### src/rtl/hi6110_rt_msg_assembler.sv
// HI-6110 RT receive-word assembler: parses 1553 commands, buffers whole messages in a word FIFO
// behind tentative/committed write pointers, and serialises committed words as framed bytes.
module hi6110_rt_msg_assembler #(
    parameter int         DEPTH   = 64,
    parameter int         AW      = 6,
    parameter logic [4:0] RT_ADDR = 5'd1,
    parameter int         GAP_CYC = 2500
) (
    input  logic        clk,
    input  logic        rstn,
    input  logic        rx_vld,
    input  logic [15:0] rx_word,
    output logic [7:0]  out_data,
    output logic        out_vld,
    input  logic        out_rdy,
    output logic        out_sof,
    output logic        out_eof,
    output logic [15:0] msg_cnt,
    output logic [7:0]  err_cnt,
    output logic        busy
);
    localparam int GW = $clog2(GAP_CYC + 1);

    typedef enum logic [1:0] {S_IDLE, S_DATA, S_DISCARD} state_t;

    state_t        r_state;
    state_t        w_state_next;
    logic [17:0]   r_mem [DEPTH];
    logic [AW:0]   r_wr_tent;
    logic [AW:0]   r_wr_cmt;
    logic [AW:0]   r_rd_ptr;
    logic [AW:0]   r_fetch_ptr;
    logic [5:0]    r_remain;
    logic [GW-1:0] r_gap;
    logic [17:0]   r_mq;
    logic [17:0]   r_ow;
    logic          r_mq_vld;
    logic          r_ov;
    logic          r_half;
    logic [15:0]   r_msg_cnt;
    logic [7:0]    r_err_cnt;

    logic [4:0]    w_rt;
    logic [4:0]    w_sa;
    logic [4:0]    w_wc;
    logic          w_tr;
    logic          w_addr_ok;
    logic          w_mode_code;
    logic [5:0]    w_expected;
    logic          w_full;
    logic          w_gap_hit;
    logic          w_we;
    logic          w_wsof;
    logic          w_weof;
    logic          w_commit;
    logic          w_abort;
    logic          w_acc;
    logic          w_done;
    logic          w_load;
    logic          w_fetch;

    assign w_rt        = rx_word[15:11];
    assign w_tr        = rx_word[10];
    assign w_sa        = rx_word[9:5];
    assign w_wc        = rx_word[4:0];
    assign w_addr_ok   = (w_rt == RT_ADDR) || (w_rt == 5'd31);
    assign w_mode_code = (w_sa == 5'd0) || (w_sa == 5'd31);
    // rd_ptr only frees an entry once its low byte has left, so in-flight words still count as used
    assign w_full      = ((r_wr_tent - r_rd_ptr) == (AW + 1)'(DEPTH));
    assign w_gap_hit   = !rx_vld && (r_gap == GW'(GAP_CYC - 1));

    always_comb begin
        if (w_tr)
            w_expected = 6'd0;
        else if (w_mode_code)
            w_expected = w_wc[4] ? 6'd1 : 6'd0;
        else if (w_wc == 5'd0)
            w_expected = 6'd32;
        else
            w_expected = {1'b0, w_wc};
    end

    always_ff @(posedge clk) begin
        if (!rstn)
            r_state <= S_IDLE;
        else
            r_state <= w_state_next;
    end

    always_comb begin
        w_state_next = r_state;
        case (r_state)
            S_IDLE: begin
                if (rx_vld && w_addr_ok) begin
                    if (w_full)
                        w_state_next = S_DISCARD;
                    else if (w_expected != 6'd0)
                        w_state_next = S_DATA;
                end
            end
            S_DATA: begin
                if (rx_vld) begin
                    if (w_full)
                        w_state_next = S_DISCARD;
                    else if (r_remain == 6'd1)
                        w_state_next = S_IDLE;
                end else if (w_gap_hit) begin
                    w_state_next = S_IDLE;
                end
            end
            S_DISCARD: begin
                if (w_gap_hit)
                    w_state_next = S_IDLE;
            end
            default: w_state_next = S_IDLE;
        endcase
    end

    always_comb begin
        w_we     = 1'b0;
        w_wsof   = 1'b0;
        w_weof   = 1'b0;
        w_commit = 1'b0;
        w_abort  = 1'b0;
        case (r_state)
            S_IDLE: begin
                if (rx_vld && w_addr_ok) begin
                    if (w_full) begin
                        w_abort = 1'b1;
                    end else begin
                        w_we     = 1'b1;
                        w_wsof   = 1'b1;
                        w_weof   = (w_expected == 6'd0);
                        w_commit = (w_expected == 6'd0);
                    end
                end
            end
            S_DATA: begin
                if (rx_vld) begin
                    if (w_full) begin
                        w_abort = 1'b1;
                    end else begin
                        w_we     = 1'b1;
                        w_weof   = (r_remain == 6'd1);
                        w_commit = (r_remain == 6'd1);
                    end
                end else if (w_gap_hit) begin
                    w_abort = 1'b1;
                end
            end
            default: ;
        endcase
    end

    // Reader: two-stage pipe (RAM read register, then byte-serialising output word)
    assign w_acc   = r_ov && out_rdy;
    assign w_done  = w_acc && r_half;
    assign w_load  = r_mq_vld && (!r_ov || w_done);
    assign w_fetch = (r_fetch_ptr != r_wr_cmt) && (!r_mq_vld || w_load);

    always_ff @(posedge clk) begin
        if (w_we)
            r_mem[r_wr_tent[AW-1:0]] <= {w_wsof, w_weof, rx_word};
        if (w_fetch)
            r_mq <= r_mem[r_fetch_ptr[AW-1:0]];
    end

    always_ff @(posedge clk) begin
        if (!rstn) begin
            r_wr_tent   <= '0;
            r_wr_cmt    <= '0;
            r_rd_ptr    <= '0;
            r_fetch_ptr <= '0;
            r_remain    <= '0;
            r_gap       <= '0;
            r_mq_vld    <= 1'b0;
            r_ow        <= '0;
            r_ov        <= 1'b0;
            r_half      <= 1'b0;
            r_msg_cnt   <= '0;
            r_err_cnt   <= '0;
        end else begin
            if (w_abort)
                r_wr_tent <= r_wr_cmt;
            else if (w_we)
                r_wr_tent <= r_wr_tent + 1'b1;
            if (w_commit) begin
                r_wr_cmt  <= r_wr_tent + 1'b1;
                r_msg_cnt <= r_msg_cnt + 1'b1;
            end
            if (w_abort && (r_err_cnt != 8'hFF))
                r_err_cnt <= r_err_cnt + 1'b1;

            if (r_state == S_IDLE && w_we && !w_commit)
                r_remain <= w_expected;
            else if (r_state == S_DATA && w_we)
                r_remain <= r_remain - 1'b1;

            if (r_state == S_IDLE || rx_vld || w_state_next != r_state)
                r_gap <= '0;
            else
                r_gap <= r_gap + 1'b1;

            if (w_fetch) begin
                r_fetch_ptr <= r_fetch_ptr + 1'b1;
                r_mq_vld    <= 1'b1;
            end else if (w_load) begin
                r_mq_vld    <= 1'b0;
            end

            if (w_load) begin
                r_ow   <= r_mq;
                r_ov   <= 1'b1;
                r_half <= 1'b0;
            end else if (w_done) begin
                r_ov   <= 1'b0;
                r_half <= 1'b0;
            end else if (w_acc) begin
                r_half <= 1'b1;
            end
            if (w_done)
                r_rd_ptr <= r_rd_ptr + 1'b1;
        end
    end

    assign out_vld  = r_ov;
    assign out_data = r_half ? r_ow[7:0] : r_ow[15:8];
    assign out_sof  = r_ov && !r_half && r_ow[17];
    assign out_eof  = r_ov && r_half && r_ow[16];
    assign msg_cnt  = r_msg_cnt;
    assign err_cnt  = r_err_cnt;
    assign busy     = (r_state != S_IDLE);

endmodule

### config.mk
export PLATFORM = sky130hd
export DESIGN_NAME = hi6110_rt_msg_assembler
export DESIGN_NICKNAME = d
export VERILOG_FILES = /design/src/rtl/hi6110_rt_msg_assembler.sv
export SDC_FILE = /design/constraint.sdc
export NUM_CORES = 1
export LEC_CHECK = 0
export CORE_ASPECT_RATIO = 2
export CORE_UTILIZATION = 55
export DETAILED_ROUTE_END_ITERATION = 12
export PLACE_DENSITY = 0.71
export RECOVER_POWER = 100
export SKIP_CTS_REPAIR_TIMING = 1
export SLEW_MARGIN = 20
export SYNTH_ARGS = -nofsm -noshare
export SYNTH_HDL_FRONTEND = slang
export SYNTH_SLANG_ARGS = --single-unit
### constraint.sdc
create_clock -name clk -period 4.4 [get_ports clk]
set_input_delay 0.66 -clock clk [delete_from_list [all_inputs] [get_ports clk]]
set_output_delay 0.66 -clock clk [all_outputs]
set_load 0.02 [all_outputs]
# ---- Yosys cells after proc, flatten, opt, wreduce, memory -nomap -nowiden
# Memories as Yosys holds them, arrays and structs flattened. A register that Yosys moved wholly into a read port is not among the register bits.
# Index checks and enable logic that the tools add are counted.
dict set report totals {
  ram_bits 1152
  input_bits 20
  memories 1
  rom_bits 0
  latch_bits 0
  out_inout_bits 36
  regBits 93
  elab_cells 109
}
# memory words word_bits read_ports rd_clocked_by_memory_dff write_ports line_no
set memory_table {}
lappend memory_table {r_mem 64 18 1 1 1 28} ;# logic [17:0] r_mem [DEPTH];
dict set report classes {
  eq_ne 11
  n_mul 0
  bitwise 1
  reduce_logical 37
  n_div 0
  n_addsub 8
  n_mux 38
  shifts 0
  magnitude_cmp 0
}
# cell count
set op_table {}
lappend op_table {{$mux W6} 5}
lappend op_table {{$add A7 B1 Y7 const B} 3}
lappend op_table {{$mux W1} 19}
lappend op_table {{$add A16 B1 Y16 const B} 1}
lappend op_table {{$logic_and A1 B1 Y1} 14}
lappend op_table {{$mux W2} 7}
lappend op_table {{$mux W7} 2}
lappend op_table {{$add A12 B1 Y12 const B} 1}
lappend op_table {{$eq A12 B12 Y1 const B} 1}
lappend op_table {{$eq A5 B5 Y1 const B} 2}
lappend op_table {{$logic_not A5 Y1} 2}
lappend op_table {{$reduce_bool A2 Y1} 5}
lappend op_table {{$add A8 B1 Y8 const B} 1}
lappend op_table {{$mux W8} 1}
lappend op_table {{$ne A8 B8 Y1 const B} 1}
lappend op_table {{$eq A7 B7 Y1 const B} 1}
lappend op_table {{$ne A7 B7 Y1} 1}
lappend op_table {{$sub A7 B7 Y7} 1}
lappend op_table {{$eq A6 B1 Y1 const B} 1}
lappend op_table {{$logic_not A6 Y1} 1}
lappend op_table {{$logic_or A1 B1 Y1} 6}
lappend op_table {{$pmux W1 S2} 3}
lappend op_table {{$pmux W2 S3} 1}
lappend op_table {{$reduce_bool A6 Y1} 1}
lappend op_table {{10 further kinds} 14}

# ---- Logic depth before layout (Yosys ltp)
dict set report depth {
  ltp_word 12
  mapped_depth 12
  depth_no_buf 10
}

# ---- Least setup slack after synthesis
# Ideal clock, no wire load.
dict set report synth_path {
  path_type {reg-to-reg}
  from {reg r_rd_ptr[3]}
  to {mem r_mem[0][17], data pin}
  period_less_slack_ns 3.737
  required_time_ns 3.900
  stages_incl_launch_ff 10
  n_path_buf 2
  setup_time_ns 0.500
  path_slack_ns 0.663
  arrival_ns 3.238
  path_cell_list {dfxtp_1 -> inv_1 -> ha_1 -> and4_1 -> o21ai_0 -> and4_2 -> o21a_1 -> buf_2 -> buf_2 -> nor2_1}
}
dict set report synth_via {
  elab_chain_len 5
}
# item line_no
set synth_rtl {}
lappend synth_rtl {{start, declared} 31} ;# logic [AW:0] r_rd_ptr;
lappend synth_rtl {{start signal, assigned} 222} ;# r_rd_ptr <= r_rd_ptr + 1'b1;
lappend synth_rtl {{$sub A7 B7 Y7} 69} ;# assign w_full = ((r_wr_tent - r_rd_ptr) == (AW + 1)'(DEPTH));
lappend synth_rtl {{$eq A7 B7 Y1} 69}
lappend synth_rtl {{$mux W1} 128} ;# if (w_full) begin
lappend synth_rtl {{$mux W1} 127} ;# if (rx_vld && w_addr_ok) begin
lappend synth_rtl {{$mux W1} 125} ;# case (r_state)
lappend synth_rtl {{named net w_wsof} 53} ;# logic w_wsof;
lappend synth_rtl {{end, declared} 28}
# The timed path passes the listed nets, and every way through them passes these cells.

# ---- Worst setup path after layout
dict set report layout_path {
  from {reg r_wr_tent[3]}
  to {mem r_mem[28][3], enable pin}
}
dict set report layout_via {
  elab_chain_len 7
  elab_cells_between_ends 8
  cone_classes {1 x add/sub; 1 x eq/ne; 6 x mux}
}
# item line_no
set layout_rtl {}
lappend layout_rtl {{start, declared} 29} ;# logic [AW:0] r_wr_tent;
lappend layout_rtl {{start signal, assigned} 184} ;# r_wr_tent <= r_wr_cmt;
lappend layout_rtl {{start signal, assigned} 186} ;# r_wr_tent <= r_wr_tent + 1'b1;
lappend layout_rtl {{$sub A7 B7 Y7} 69}
lappend layout_rtl {{$eq A7 B7 Y1} 69}
lappend layout_rtl {{$mux W1} {128, 140}}
lappend layout_rtl {{$mux W1 (on tied branches)} {139, 127}}
lappend layout_rtl {{$pmux W1 S2} 125}
lappend layout_rtl {{$mux W1} 162} ;# if (w_we)
lappend layout_rtl {{$mux W1 (not written as such)} 163} ;# r_mem[r_wr_tent[AW-1:0]] <= {w_wsof, w_weof, rx_word};
# Parallel ways exist; a longest one is shown, timed or not.

==> flow_summary_export.csv <==
group,metric,value,unit
run_status,status,"finished, violations left",
run_status,violations,"capacitance limit, slew limit",
cells_and_area,area_delta_synth_final,11.3,%
placed_design,port_buffers,55,
timing,finalHoldViolCount,0,
die,initial_utilization,0.557,
clocking,cts_buffers,101,
yosys,synth_most_common_cell,"edfxtp_1",
placed_design,place_area,0.0518,sq mm
timing,rsz0062_at_grt,"false",
worst_hold_path,hold_path_class,"in -> reg",
route,drc,0,
yosys,async_flop_share,0,
yosys,synth_common_cells,"edfxtp_1 (1170), mux4_2 (378), nor2_1 (131)",
run,cap_violations,18,
grt,grt_pass1_wl,163,mm
setup_path,crit_type,"reg -> reg",
die,rows,154,
yosys,ys_seq_elements,1263,
cells_and_area,drive_gt1_frac,0.272,
setup_path,path_cells,"ha_1 -> nor2_1 -> a221o_1 -> a2111oi_4 -> o21a_1 -> nor3_1 -> nand3b_1 -> clkbuf_1 -> nor2_1 -> buf_4",
die,io_pins,56,
yosys,netlist_instances,2291,
timing,skew,0.0222,ns
route,post_drt_wl_per_cell,30.1,um
timing,fin_crit,3.90,ns
yosys,netlist_top_cells_area,"edfxtp_1 (71%), mux4_2 (17%), dfxtp_1 (3.8%)",
die,core_area,0.0882,sq mm
setup_path,cp_top_family,"buffers and inverters",
route,vias,22900,
grt,overflow,0,
clocking,cts_sinks,1263,
yosys,synth.avg_cell_area,21.5,sq um
timing,worst_pin_slew,3.33,ns
yosys,ys_seq_area_frac,0.752,
power_and_ir_drop,p_total,26100,uW
yosys,syn_nets,2325,
grt,first_global_vias,24100,
placed_design,gp_congestion,0.869,
grt,antenna_found_initial,9,
yosys,synth_edf_count,1170,
die,die-height,425,um
timing,post-route-period-util,0.887,
setup_path,path_buf_inv,2,
yosys,yosysTopAreaCellShare,0.715,
power_and_ir_drop,p_per_area,476,mW/mm^2
clocking,cts_tree,"yes",
grt,gr-usage-all-layers,0.255,
placed_design,hpwl,74.6,mm
clocking,cts_buffer_depth,3,
timing,slew_viol_final,948,
route,first_pass_iters,5,
grt,grt_max_degree,74,
timing,slew-limit-headroom,-1.22,
die,die-area,0.0907,sq mm
yosys,synth_area,0.0492,sq mm
clocking,clk_pin_slew,0.07,ns
route,viasPerCell,6.18,
setup_path,crit_arrival,4.34,ns
setup_path,critPathMaxFanout,16,
setup_path,cpMaxStageDelayCell,"clkbuf_1",
power_and_ir_drop,irDropWorstVdd,0.000325,V
route,postRouteAntennaNets,0,
clocking,insertion_delay,0.70,ns
cells_and_area,final_area,0.0547,sq mm
route,finalWirelength,112,mm
timing,setup_viol,0,
cells_and_area,nNetsFinal,2484,
timing,tns,0,ns
yosys,yosysTopAreaCell,"edfxtp_1",
clocking,root_buffer,"clkbuf_16",
setup_path,critical_path.startpoint_type,"register",
route,dr.first_iter.drc_count,2095,
yosys,yosys_warnings,0,
setup_path,required,4.83,ns
setup_path,cp_common_cell,"nor2_1",
timing,fmax,0.256,GHz
die,die_w,213,um
yosys,synth_cell_type_count,73,
setup_path,critical-path-max-stage-delay,0.82,ns
timing,hold_ws,0.372,ns
setup_path,end_kind,"register",
yosys,ys.flop_type,"edfxtp_1",
clocking,htree_levels,3,
power_and_ir_drop,p_leak,0.0167,uW
-- final timing paths --
check                from       endpoint  slack (ns)  cells past startpoint
max reg2reg  r_wr_tent[3]   r_mem[28][3]        0.50                     10
min           rx_word[13]  r_mem[16][13]        0.37                      1
max          r_wr_tent[3]   r_mem[28][3]        0.50                     10
min reg2reg       r_ow[7]        r_ow[7]        0.46                      2
-- state kept, by name, indices dropped and copies added, names as in the netlist --
signal       cells
r_mem         1152
msg_cnt         16
r_half           1
r_mq            18
r_ow            18
r_gap           12
err_cnt          8
r_mq_vld         1
r_wr_tent        7
r_remain         6
out_vld          1
r_wr_cmt         7
r_rd_ptr         7
r_fetch_ptr      7
r_state          2
-- logic make-up (layout without fill, tap and decap cells) --
family,Yosys count,in the layout,share of synthesized area
adder cells (fa/ha/maj),14,14,0.00356
flip-flops,1263,1263,0.752
buffers and inverters,137,378,0.0126
AO/OA/AOI/OAI,110,110,0.0152
multiplexers,394,394,0.177
other,0,1,0
AND/OR/NAND/NOR,329,329,0.0316
XOR/XNOR,44,44,0.00784
-- per-layer routing --
metal	part of all wire	global-route usage	routed length (um)	up-vias
li1	-	-	-	9825
met2	0.54	0.449	60400	729
met5	0.00060	0	67	-
met1	0.35	0.291	38800	12100
met4	0.062	0.151	6920	10
met3	0.049	0.0415	5480	220
-- report_power, final --
| part | internal, uW | switching [uW] | total (uW) |
|---|---|---|---|
| clock network | 4920 | 4090 | 9010 |
| logic | 1740 | 1900 | 3630 |
| registers | 13300 | 144 | 13400 |
| total | 19900 | 6130 | 26100 |
-- area by class of cell --
class	instances	area (sq um)
Sequential cell	1263	37000
Fill cell	6054	33500
Multi-Input combinational cell	891	11600
Clock buffer	124	2680
Tap cell	1170	1460
Timing Repair Buffer	175	1280
Clock inverter	61	588
Inverter	18	67.6
Antenna cell	1	2.50
-- stage by stage --
| stage | worst slack [ns] | std cells | utilization |
|---|---|---|---|
| after floorplan | 0.663 | 2291 | - |
| after global placement | 0.713 | 3517 | 0.587 |
| after detailed placement | 0.607 | 3517 | 0.587 |
| after CTS | 1.01 | 3702 | 0.624 |
| after global routing | 0.347 | 3703 | 0.620 |
| final | 0.495 | 3703 | 0.620 |
-- cells in the final DEF (no fill, tap or decap), types with 5 or more instances in the layout --
| master | Yosys | routed |
|---|---|---|
| nand2_1 | 81 | 81 |
| and4_1 | 5 | 5 |
| and2_1 | 6 | 5 |
| inv_1 | 18 | 17 |
| nand3_1 | 23 | 23 |
| nand2b_1 | 8 | 8 |
| nand4_1 | 9 | 9 |
| buf_4 | 3 | 37 |
| nor2_2 | 0 | 32 |
| xor2_1 | 18 | 18 |
| ha_1 | 14 | 14 |
| mux2i_1 | 6 | 6 |
| clkbuf_2 | 0 | 47 |
| and3_1 | 13 | 13 |
| edfxtp_1 | 1170 | 1170 |
| bufinv_16 | 0 | 10 |
| xnor2_1 | 26 | 26 |
| dlygate4sd3_1 | 0 | 37 |
| a211oi_1 | 6 | 6 |
| clkinv_2 | 0 | 14 |
| nor4_1 | 5 | 5 |
| or3_1 | 6 | 6 |
| dfxtp_1 | 93 | 89 |
| nor3_1 | 14 | 14 |
| clkbuf_1 | 58 | 58 |
| clkinv_1 | 0 | 21 |
| mux4_2 | 378 | 378 |
| buf_12 | 0 | 11 |
| clkbuf_16 | 0 | 102 |
| clkinvlp_4 | 0 | 6 |
| nor2_1 | 131 | 98 |
| mux2_2 | 9 | 9 |
| o21ai_0 | 16 | 16 |
| a21oi_1 | 45 | 45 |
(Power assumes the default switching activity.)
